<file path="src/rtl/pcm_sched_pkg.sv">
// Shared types and helpers for the PCM FIR scheduler.
package pcm_sched_pkg;

    // Scheduler FSM states
    typedef enum logic [1:0] {
        IDLE = 2'd0,
        WAIT = 2'd1,
        OUT  = 2'd2
    } state_t;

    // Channel index width; a single channel still gets one bit so ports never collapse
    function automatic int chw_of(input int n);
        return (n <= 2) ? 1 : $clog2(n);
    endfunction

    // Sign-extend the low w bits of v to 32 bits; callers truncate to their own width
    function automatic logic [31:0] sext(input logic [31:0] v, input int w);
        logic signed [31:0] t;
        t = $signed(v << (32 - w));
        return t >>> (32 - w);
    endfunction

endpackage

</file>
<file path="src/rtl/pcm_sched_pick.sv">
// Lowest-set-bit priority encoder: picks the next channel to hand to the FIR.
module pcm_sched_pick #(
    parameter int NCH = 4,
    parameter int CHW = 2
) (
    input  logic [NCH-1:0] req,
    output logic [CHW-1:0] idx,
    output logic           found
);

    // Scan from the top down so the lowest set bit is the last one written
    always_comb begin
        idx   = '0;
        found = 1'b0;
        for (int i = NCH - 1; i >= 0; i--) begin
            if (req[i]) begin
                idx   = CHW'(i);
                found = 1'b1;
            end
        end
    end

endmodule

</file>
<file path="src/rtl/pcm_fir_sched.sv">
// Time-multiplexes one shared FIR engine across NCH decimated microphone channels.
//
//   state | meaning
//   IDLE  | no FIR job in flight; issue the lowest pending channel if any
//   WAIT  | FIR busy with cur_ch, waiting for fir_done
//   OUT   | result held on the output stream until out_ready
module pcm_fir_sched
    import pcm_sched_pkg::*;
#(
    parameter int NCH   = 4,
    parameter int W_CIC = 12,
    parameter int W_FIR = 16,
    localparam int CHW  = chw_of(NCH)
) (
    input  logic                 clk,
    input  logic                 rst,
    input  logic                 enable,
    input  logic [NCH-1:0]       ch_mask,
    input  logic                 ce_pcm,
    input  logic [NCH*W_CIC-1:0] cic_data,
    output logic                 fir_start,
    output logic [CHW-1:0]       fir_ch,
    output logic [W_FIR-1:0]     fir_in,
    input  logic                 fir_done,
    input  logic [W_FIR-1:0]     fir_out,
    output logic                 out_valid,
    input  logic                 out_ready,
    output logic [W_FIR-1:0]     out_data,
    output logic [CHW-1:0]       out_ch,
    output logic                 overrun,
    input  logic                 clr_overrun,
    output logic                 busy
);

    state_t             state_q, state_d;
    logic [NCH-1:0]     pending_q;
    logic [W_CIC-1:0]   hold_q [NCH];
    logic [CHW-1:0]     cur_ch_q;
    logic [W_FIR-1:0]   fir_in_q;
    logic [CHW-1:0]     sel;
    logic               found;
    logic [W_FIR-1:0]   sel_ext;
    logic               capture;
    logic               issue;

    // A frame strobe with nothing enabled is a no-op rather than an empty capture
    assign capture = ce_pcm && enable && (|ch_mask);
    assign issue   = (state_q == IDLE) && found;
    assign sel_ext = W_FIR'(sext(32'(hold_q[sel]), W_CIC));

    pcm_sched_pick #(
        .NCH (NCH),
        .CHW (CHW)
    ) u_pick (
        .req   (pending_q),
        .idx   (sel),
        .found (found)
    );

    // State register
    always_ff @(posedge clk) begin
        if (rst) state_q <= IDLE;
        else     state_q <= state_d;
    end

    // Next-state logic; FIR latency is unbounded so WAIT has no timeout
    always_comb begin
        state_d = state_q;
        case (state_q)
            IDLE:    if (found)     state_d = WAIT;
            WAIT:    if (fir_done)  state_d = OUT;
            OUT:     if (out_ready) state_d = IDLE;
            default:                state_d = IDLE;
        endcase
    end

    // FIR request outputs; channel/sample hold their last issued value between requests
    always_comb begin
        fir_start = issue;
        fir_ch    = issue ? sel     : cur_ch_q;
        fir_in    = issue ? sel_ext : fir_in_q;
        busy      = (state_q != IDLE) || (|pending_q);
    end

    // Snapshot enabled CIC outputs on the frame strobe
    always_ff @(posedge clk) begin
        if (rst) begin
            for (int k = 0; k < NCH; k++) hold_q[k] <= '0;
        end else if (capture) begin
            for (int k = 0; k < NCH; k++)
                if (ch_mask[k]) hold_q[k] <= cic_data[k*W_CIC +: W_CIC];
        end
    end

    // Pending vector: a new frame overwrites, disabling flushes, issuing retires one bit
    always_ff @(posedge clk) begin
        if (rst)           pending_q <= '0;
        else if (capture)  pending_q <= ch_mask;
        else if (!enable)  pending_q <= '0;
        else if (issue)    pending_q <= pending_q & ~(NCH'(1) << sel);
    end

    // Remember which channel and sample went to the FIR
    always_ff @(posedge clk) begin
        if (rst) begin
            cur_ch_q <= '0;
            fir_in_q <= '0;
        end else if (issue) begin
            cur_ch_q <= sel;
            fir_in_q <= sel_ext;
        end
    end

    // Result stream register; only a completion seen in WAIT is accepted
    always_ff @(posedge clk) begin
        if (rst) begin
            out_valid <= 1'b0;
            out_data  <= '0;
            out_ch    <= '0;
        end else if (state_q == WAIT && fir_done) begin
            out_valid <= 1'b1;
            out_data  <= fir_out;
            out_ch    <= cur_ch_q;
        end else if (state_q == OUT && out_ready) begin
            out_valid <= 1'b0;
        end
    end

    // Sticky overrun: a new frame arriving before the last one drained wins over a clear
    always_ff @(posedge clk) begin
        if (rst)                         overrun <= 1'b0;
        else if (capture && |pending_q)  overrun <= 1'b1;
        else if (clr_overrun)            overrun <= 1'b0;
    end

endmodule

</file>
<file path="config.mk">
export PLATFORM = sky130hd
export DESIGN_NAME = pcm_fir_sched
export DESIGN_NICKNAME = d
export VERILOG_FILES = /design/src/rtl/pcm_sched_pkg.sv /design/src/rtl/pcm_sched_pick.sv /design/src/rtl/pcm_fir_sched.sv
export SDC_FILE = /design/constraint.sdc
export NUM_CORES = 1
export LEC_CHECK = 0
export ABC_AREA = 1
export CAP_MARGIN = 15
export CORE_MARGIN = 2
export CORE_UTILIZATION = 40
export CTS_CLUSTER_DIAMETER = 200
export DETAILED_ROUTE_END_ITERATION = 10
export GPL_TIMING_DRIVEN = 0
export PLACE_DENSITY = 0.75
export SYNTH_ARGS = -nofsm -noshare
export SYNTH_HDL_FRONTEND = slang
export SYNTH_SLANG_ARGS = --single-unit
</file>
<file path="constraint.sdc">
create_clock -name clk -period 3.1 [get_ports clk]
set_input_delay 0.31 -clock clk [delete_from_list [all_inputs] [get_ports clk]]
set_output_delay 0.31 -clock clk [all_outputs]
set_load 0.005 [all_outputs]
</file>
==> metrics.yaml, run 1 <==
cp-start-kind: "flop"
netlist_area_um2: 4170
clkTransAtPathRegs_ps: 90
synth_cells: 500
rsz0062_at_grt: "no"
ant_nets: 0
synth_top_area_share_pct: 34.6
drive_above_1_share_pct: 8.92
required_ps: 2790
ios: 115
hp-class: "input port to flop"
post_drt_wl_per_cell_um: 12.7
final_cell_area_um2: 5690
drt_wl_total_um: 9670
dpl_cell_area_um2: 5460
p_per_area_nw_per_um2: 493
setup_violations: 0
place_hpwl_um: 7450
criticalPathCategory: "flop to output pin"
worstHoldStart: "rst"
status: "finished clean"
syn_nets: 575
endpoint_kind: "output pin"
p_int_mw: 2.13
port_buffers: 112
fin_crit_ps: 2490
multi_input_area_um2: 1270
cp_data_arrival_time_ps: 2180
vias: 3540
fmax_ghz: 0.401
ctsRootBufferMaster: "clkbuf_8"
vias_per_cell: 4.63
area_delta_synth_final_pct: 36.5
hold_buffers: 0
die_h_um: 106
regArea_um2: 2320
syn_area_per_cell_um2: 8.33
whs_endpoint: "state_q[1]"
post_synth_num_cell_types: 26
setup_tns_ps: 0
seq_area_frac_synth_pct: 55.8
reg2reg_to: "pending_q[3]"
overflow: 0
swShare_pct: 24.1
slew_headroom_pct: 64.0
switching_power_mw: 0.675
grt_pass1_wl_um: 15800
cts_made_buffers: 9
skew_ps: 11.0
synth.area.top_cells: "edfxtp_1 35%, dfxtp_1 21%, inv_1 10%"
track_usage_pct: 17.8
clock-sinks: 92
r2r_cells: 5
gp_routability_congestion: 0.847
clock_path_buffers: 2
rows: 37
antenna_found_initial: 0
fin_crit_sh_pct: 80.4
clock_latency_ps: 360
drt_iter0_drc: 127
ir_worst_vdd_v: 0.000239
slew_viol_final: 0
htreeDepth: 3
p_total_mw: 2.80
grt_pass1_vias: 3498
post_cts_resize_count: 0
fill_cells: 920
drc: 0
p_seq_share_pct: 50.0
coreArea_um2: 10200
power_frac_comb_pct: 17.9
timing.hold.ws_ps: 245
max_cap_viol_count: 0
grt_max_degree: 15
ys_seq_elements: 92
initial_core_util_pct: 40.7
clkPwrFrac_pct: 32.1
mostFrequentLayoutCell: "clkdlybuf4s50_1"
yosys.area.top_type: "edfxtp_1"
cp_max_fo: 10
ys_warn_count: 0
n_antenna_cell: 0
p_leak_nw: 2.56
num-nets-final: 698
post-route-util_pct: 55.6
cts_tree: "built"
fp.dieW_um: 106
layout_common_cells: "112 x clkdlybuf4s50_1, 111 x inv_1, 74 x nor2_1"
hold_viol_final: 0
r2r-start: "pending_q[0]"
die_area_um2: 11200
holdPathStages: 2
ff2ff_setup_slack_ps: 1590
post_cts_buffers: 0
worst_pin_slew_ps: 538
drtPass1Iterations: 4
Yosys cell counts (all sizes together):
| cell | n |
|---|---|
| a21oi | 30 |
| buf | 16 |
| clkbuf | 8 |
| dfxtp | 44 |
| edfxtp | 48 |
| inv | 112 |
| nand2 | 75 |
| nand3 | 45 |
| nand3b | 2 |
| nand4 | 4 |
| nor2 | 75 |
| nor3 | 1 |
| o21ai | 34 |
| o31ai | 2 |
| or2 | 4 |
worst max-delay path: stages (launching register included):
cell and delay [ps]:
dfxtp_1 350, nor2_1 370, nand2_4 110, clkbuf_8 180
nor2_1 150, nand2_1 90, o21ai_2 70, inv_1 60
clkdlybuf4s50_1 440
worst max path at each step:
stage               slack, ps         end  cells after the start         start
detailed placement        990  fir_in[10]                      8    state_q[1]
floorplan                1670  fir_in[10]                      7  pending_q[0]
finish                    610  fir_in[10]                      8    state_q[1]
global placement         1010  fir_in[10]                      8    state_q[1]
global route              440  fir_in[10]                     11  pending_q[2]
CTS                       580  fir_in[10]                      8    state_q[1]
area by class of cell:
class                   instances  area share [%]
multi-input cells             272            22.3
well taps                     136            2.99
clock inverters                 2           0.638
plain buffers                  24            2.75
repair buffers                112            19.7
inverters                     112            7.39
flip-flops and latches         92            40.8
clock buffers                  14            3.41
per-layer routing:
| layer | wire length, um | up-vias | track usage [%] |
|---|---|---|---|
| met5 | 0 | - | 0 |
| met4 | 153 | 0 | 6.02 |
| met3 | 694 | 13 | 5.33 |
| met2 | 4660 | 101 | 30.9 |
| met1 | 4160 | 1624 | 21.0 |
| li1 | - | 1802 | - |
sequential cells by signal, indices dropped and copies added, names as in the netlist:
name / flops
cur_ch_q: 2
fir_in_q: 16
hold_q: 48
out_ch: 2
out_data: 16
out_valid: 1
overrun: 1
pending_q: 4
state_q: 2
power by group through the flow:
| stage | Combinational, mW | Clock (mW) | Sequential [mW] |
|---|---|---|---|
| 6_report | 0.501 | 0.901 | 1.40 |
| 4_1_cts | 0.507 | 0.913 | 1.40 |
| 5_1_grt | 0.556 | 0.964 | 1.41 |
| 2_1_floorplan | 0.236 | 0 | 1.42 |
| 3_3_place_gp | 0.494 | 0 | 1.43 |
| 3_5_place_dp | 0.503 | 0 | 1.43 |
per-stage QoR:
stage,worst slack [ps],cells
after floorplan,1670,500
after global placement,1010,748
after detailed placement,986,748
after CTS,583,764
after global routing,435,764
final,607,764
cell families after synthesis:
family	after synthesis	synth area share, %
DFF	92	55.8
buffers and inverters	136	13.8
AOI/OAI and AO/OA	66	9.13
and+or+nand+nor	206	21.3
Note: power is estimated with default switching activity, not from simulation.
==> run 2: changes to the inputs <==
==> constraint.sdc (replaced) <==
create_clock -name clk -period 2.6 [get_ports clk]
set_input_delay 0.26 -clock clk [delete_from_list [all_inputs] [get_ports clk]]
set_output_delay 0.26 -clock clk [all_outputs]
set_load 0.005 [all_outputs]
==> run 2 against run 1 <==
  * Global-route usage stayed put
  * Via count is 0.11% higher
  * Critical path depth stayed put
  * Register-to-register slack worse by 500 ps
  * Final cell count stayed put
  * Worst hold slack worse by 49 ps
  * Routed wire length hardly changed
  * Highest routed layer unchanged
==> metrics.yaml, run 2 (synthesized netlist as in run 1, its figures left out) <==
dr_wl_met3_um: 693
drtPass1Iterations: 4
overflow: 0
p_per_area_nw_per_um2: 588
slew_viol_final: 0
met1_length_um: 4150
die_area_um2: 11200
fin_crit_sh_pct: 93.2
area_delta_synth_final_pct: 36.6
track_usage_pct: 17.8
criticalPathCategory: "flop to output pin"
htreeDepth: 3
port_buffers: 112
skew_ps: 11.0
wl_met2_um: 4650
worst_pin_slew_ps: 538
regArea_um2: 2320
top_regs: "hold_q: 48 flops, fir_in_q: 16 flops, out_data: 16 flops"
clkPwrFrac_pct: 32.1
fmax_ghz: 0.413
post_cts_buffers: 0
drt_iter0_drc: 125
vias: 3544
rsz0062_at_grt: "no"
setup_violations: 0
cp-start-kind: "flop"
cts_made_buffers: 9
swShare_pct: 24.1
die_h_um: 106
drc: 0
largest_reg_flops: 48
initial_core_util_pct: 40.7
fin_crit_ps: 2420
endpoint_kind: "output pin"
slew_headroom_pct: 64.0
ios: 115
clock-sinks: 92
hold_buffers: 0
clkTransAtPathRegs_ps: 90
gp_routability_congestion: 0.847
layout_common_cells: "112 x clkdlybuf4s50_1, 111 x inv_1, 73 x nor2_1"
grt_max_degree: 15
n_antenna_cell: 0
p_leak_nw: 2.56
drt_wl_total_um: 9660
dpl_cell_area_um2: 5460
regMostFlops: "hold_q"
status: "finished clean"
required_ps: 2340
ctsRootBufferMaster: "clkbuf_8"
grt_pass1_vias: 3498
grt_pass1_wl_um: 15800
coreArea_um2: 10200
power_frac_comb_pct: 17.9
hold_viol_final: 0
fill_cells: 919
cts_tree: "built"
place_hpwl_um: 7450
final_cell_area_um2: 5690
multi_input_area_um2: 1270
ant_nets: 0
antenna_found_initial: 0
max_cap_viol_count: 0
rows: 37
clock_latency_ps: 360
hp-class: "input port to flop"
clock_path_buffers: 2
fin_ws_ps: 177
vias_per_cell: 4.64
setup_tns_ps: 0
routed.top_layer: "met4"
switching_power_mw: 0.805
post_drt_wl_per_cell_um: 12.6
drive_above_1_share_pct: 9.24
post_cts_resize_count: 0
cp_data_arrival_time_ps: 2160
cp_max_fo: 10
mostFrequentLayoutCell: "clkdlybuf4s50_1"
pre_cts_ws_ps: 536
fp.dieW_um: 106
p_int_mw: 2.54
ir_worst_vdd_v: 0.000285
num-nets-final: 698
p_seq_share_pct: 50.0
run 2: cell counts in the layout (fill, tap and decap cells not counted):
No cell type changed its count.
run 2: cell type report:
type                            count  area share, %
Clock inverter                      2          0.638
Clock buffer                       14           3.41
Inverter                          112           7.39
Multi-Input combinational cell    272           22.3
Timing Repair Buffer              112           19.7
Sequential cell                    92           40.8
Tap cell                          136           2.99
Buffer                             24           2.75
run 2: worst paths after layout:
path | startpoint | end | slack [ps] | cells past startpoint
worst max-delay path | pending_q[0] | fir_in[2] | 180 | 8
worst min-delay path | rst | state_q[1] | 200 | 2
worst max register to register | pending_q[0] | pending_q[3] | 1090 | 5
worst min register to register | out_data[6] | out_data[6] | 450 | 2
run 2: per-layer routing:
layer | GRT usage (%) | up-vias
met1 | 21.0 | 1630
met5 | 0 | -
met2 | 30.9 | 100
met3 | 5.33 | 14
li1 | - | 1800
met4 | 6.02 | 0
run 2: critical path, cell delays in order, from the launching register on:
cell             delay (ps)
dfxtp_1                 470
nor2_4                  120
o21ai_2                 120
buf_2                   260
nand3_1                 120
nand2_1                  80
o21ai_2                  60
inv_1                    80
clkdlybuf4s50_1         500
run 2: through the flow:
step / hold WS (ps) / std cells / total power, mW / util [%]
after floorplan: 423 / 500 / 1.98 / -
after global placement: 431 / 748 / 2.29 / 53.3
after detailed placement: 436 / 748 / 2.31 / 53.3
after CTS: 191 / 764 / 3.37 / 55.6
after global routing: 205 / 764 / 3.50 / 55.6
final: 196 / 764 / 3.34 / 55.6
run 2: power groups by stage:
stage / registers, mW / logic [mW] / clock network, mW
floorplan: 1.70 / 0.281 / 0
global placement: 1.70 / 0.590 / 0
detailed placement: 1.71 / 0.600 / 0
CTS: 1.67 / 0.604 / 1.09
global route: 1.68 / 0.664 / 1.15
finish: 1.67 / 0.598 / 1.07
==> run 3: changes to the inputs <==
--- a/config.mk
+++ b/config.mk
@@ -11,7 +11,6 @@
 export CORE_UTILIZATION = 40
 export CTS_CLUSTER_DIAMETER = 200
 export DETAILED_ROUTE_END_ITERATION = 10
-export GPL_TIMING_DRIVEN = 0
 export PLACE_DENSITY = 0.75
 export SYNTH_ARGS = -nofsm -noshare
 export SYNTH_HDL_FRONTEND = slang
==> constraint.sdc (replaced) <==
create_clock -name clk -period 3 [get_ports clk]
set_input_delay 0.3 -clock clk [delete_from_list [all_inputs] [get_ports clk]]
set_output_delay 0.3 -clock clk [all_outputs]
set_load 0.005 [all_outputs]
==> run 3 against run 2 <==
  * Power fell by 12%
  * Global-route usage rose by 0.18 points
  * Register-to-register slack improved by 150 ps
  * Non-clock buffer count fell by 19
  * Via count fell by 3.8%
  * Sequential share of layout area rose by 0.79 points
  * Die area did not move
  * Clock skew barely moved
  * Critical path depth fell by 2
  * Sequential power fell by 13%
  * Cell area fell by 1.9%
  * Highest routed layer unchanged
==> metrics.yaml, run 3 (synthesized netlist as in run 1, its figures left out) <==
cts_tree: "built"
coreArea_um2: 10200
track_usage_pct: 18.0
gp_routability_congestion: 0.833
place_inst: 729
rows: 37
drt_iter0_drc: 109
p_seq_share_pct: 49.5
setup_tns_ps: 0
pre_cts_ws_ps: 479
status: "finished clean"
antenna_found_initial: 0
clock_path_buffers: 2
slew_headroom_pct: 57.1
vias: 3410
dpl_cell_area_um2: 5340
grt_pass1_wl_um: 15900
cp_max_fo: 21
clock_latency_ps: 370
drc: 0
top_regs: "hold_q: 48 flops, fir_in_q: 16 flops, out_data: 16 flops"
fin_crit_ps: 2800
ir_worst_vdd_v: 0.000234
port_buffers: 114
p_total_mw: 2.94
final_cell_area_um2: 5580
drt_wl_total_um: 9680
p_per_area_nw_per_um2: 526
max_cap_viol_count: 0
place_hpwl_um: 7260
die_area_um2: 11200
htreeDepth: 3
ctsRootBufferMaster: "clkbuf_8"
layout_common_cells: "114 x clkdlybuf4s50_1, 111 x inv_1, 74 x nor2_1"
final_cells: 745
post-route-util_pct: 54.6
grt_pass1_vias: 3491
endpoint_kind: "output pin"
required_ps: 2700
hp-class: "flop to flop"
largest_reg_flops: 48
cp-start-kind: "flop"
swShare_pct: 24.9
drive_above_1_share_pct: 7.22
post_drt_wl_per_cell_um: 13.0
drtPass1Iterations: 5
ant_nets: 0
initial_core_util_pct: 40.7
power_frac_comb_pct: 16.9
n_antenna_cell: 0
vias_per_cell: 4.58
cpPeakStageDelay_ps: 510
crit_path_top_delay_cell: "clkdlybuf4s50_1"
fin_crit_sh_pct: 93.2
switching_power_mw: 0.731
p_leak_nw: 2.50
path_cells: "nor2_1 > nand2_4 > inv_2 > nand2_2 > nand2_1 > clkdlybuf4s50_1"
rsz0062_at_grt: "no"
overflow: 0
fill_cells: 951
regMostFlops: "hold_q"
clkTransAtPathRegs_ps: 90
area_delta_synth_final_pct: 34.0
clkPwrFrac_pct: 33.6
fmax_ghz: 0.358
cp_data_arrival_time_ps: 2500
die_h_um: 106
hold_viol_final: 0
timing.hold.ws_ps: 447
mostFrequentLayoutCell: "clkdlybuf4s50_1"
clock-sinks: 92
setup_violations: 0
num-nets-final: 679
post_cts_buffers: 0
p_int_mw: 2.20
skew_ps: 10.9
ios: 115
fp.dieW_um: 106
grt_max_degree: 39
cts_made_buffers: 9
slew_viol_final: 0
criticalPathCategory: "flop to output pin"
fin_ws_ps: 204
worst_pin_slew_ps: 642
run 3: final timing paths:
| path | from | end | slack, ps | depth (start not counted) |
|---|---|---|---|---|
| worst max-delay path | state_q[1] | fir_in[14] | 200 | 6 |
| worst min-delay path | out_data[7] | out_data[7] | 450 | 2 |
| worst max register to register | state_q[1] | fir_in_q[14] | 1240 | 5 |
| worst min register to register | out_data[7] | out_data[7] | 450 | 2 |
run 3: final cells by class:
| class | instances | area, um2 | share of cell area, % |
|---|---|---|---|
| clock buffer | 10 | 149 | 2.67 |
| inverter | 112 | 420 | 7.53 |
| multi-input combinational | 272 | 1270 | 22.7 |
| clock inverter | 6 | 90.1 | 1.61 |
| timing repair buffer | 117 | 1160 | 20.8 |
| sequential | 92 | 2320 | 41.6 |
| tap | 136 | 170 | 3.05 |
run 3: repair_timing:
item / CTS / global route
setup endpoints to repair: 0 / 6
hold buffers: 0 / 0
gates resized for setup: 0 / 1
run 3: metal layers:
metal	routed length (um)	GRT usage (%)	share of wire (%)
met3	794	5.82	8.2
met4	148	6.48	1.5
met1	4150	21.7	43
met5	0	0	0
met2	4590	30.1	47
run 3: power groups by stage:
stage | sequential [mW] | combinational (mW) | clock [mW]
final | 1.45 | 0.496 | 0.988
after global routing | 1.46 | 0.554 | 1.04
after CTS | 1.45 | 0.501 | 0.999
after detailed placement | 1.48 | 0.497 | 0
after global placement | 1.48 | 0.486 | 0
after floorplan | 1.47 | 0.243 | 0
run 3: worst max-delay path, delay by kind of cell (launching register included):
family | cells | cell delay, ps
flops | 1 | 350
simple gates | 4 | 930
buf+inv | 2 | 850
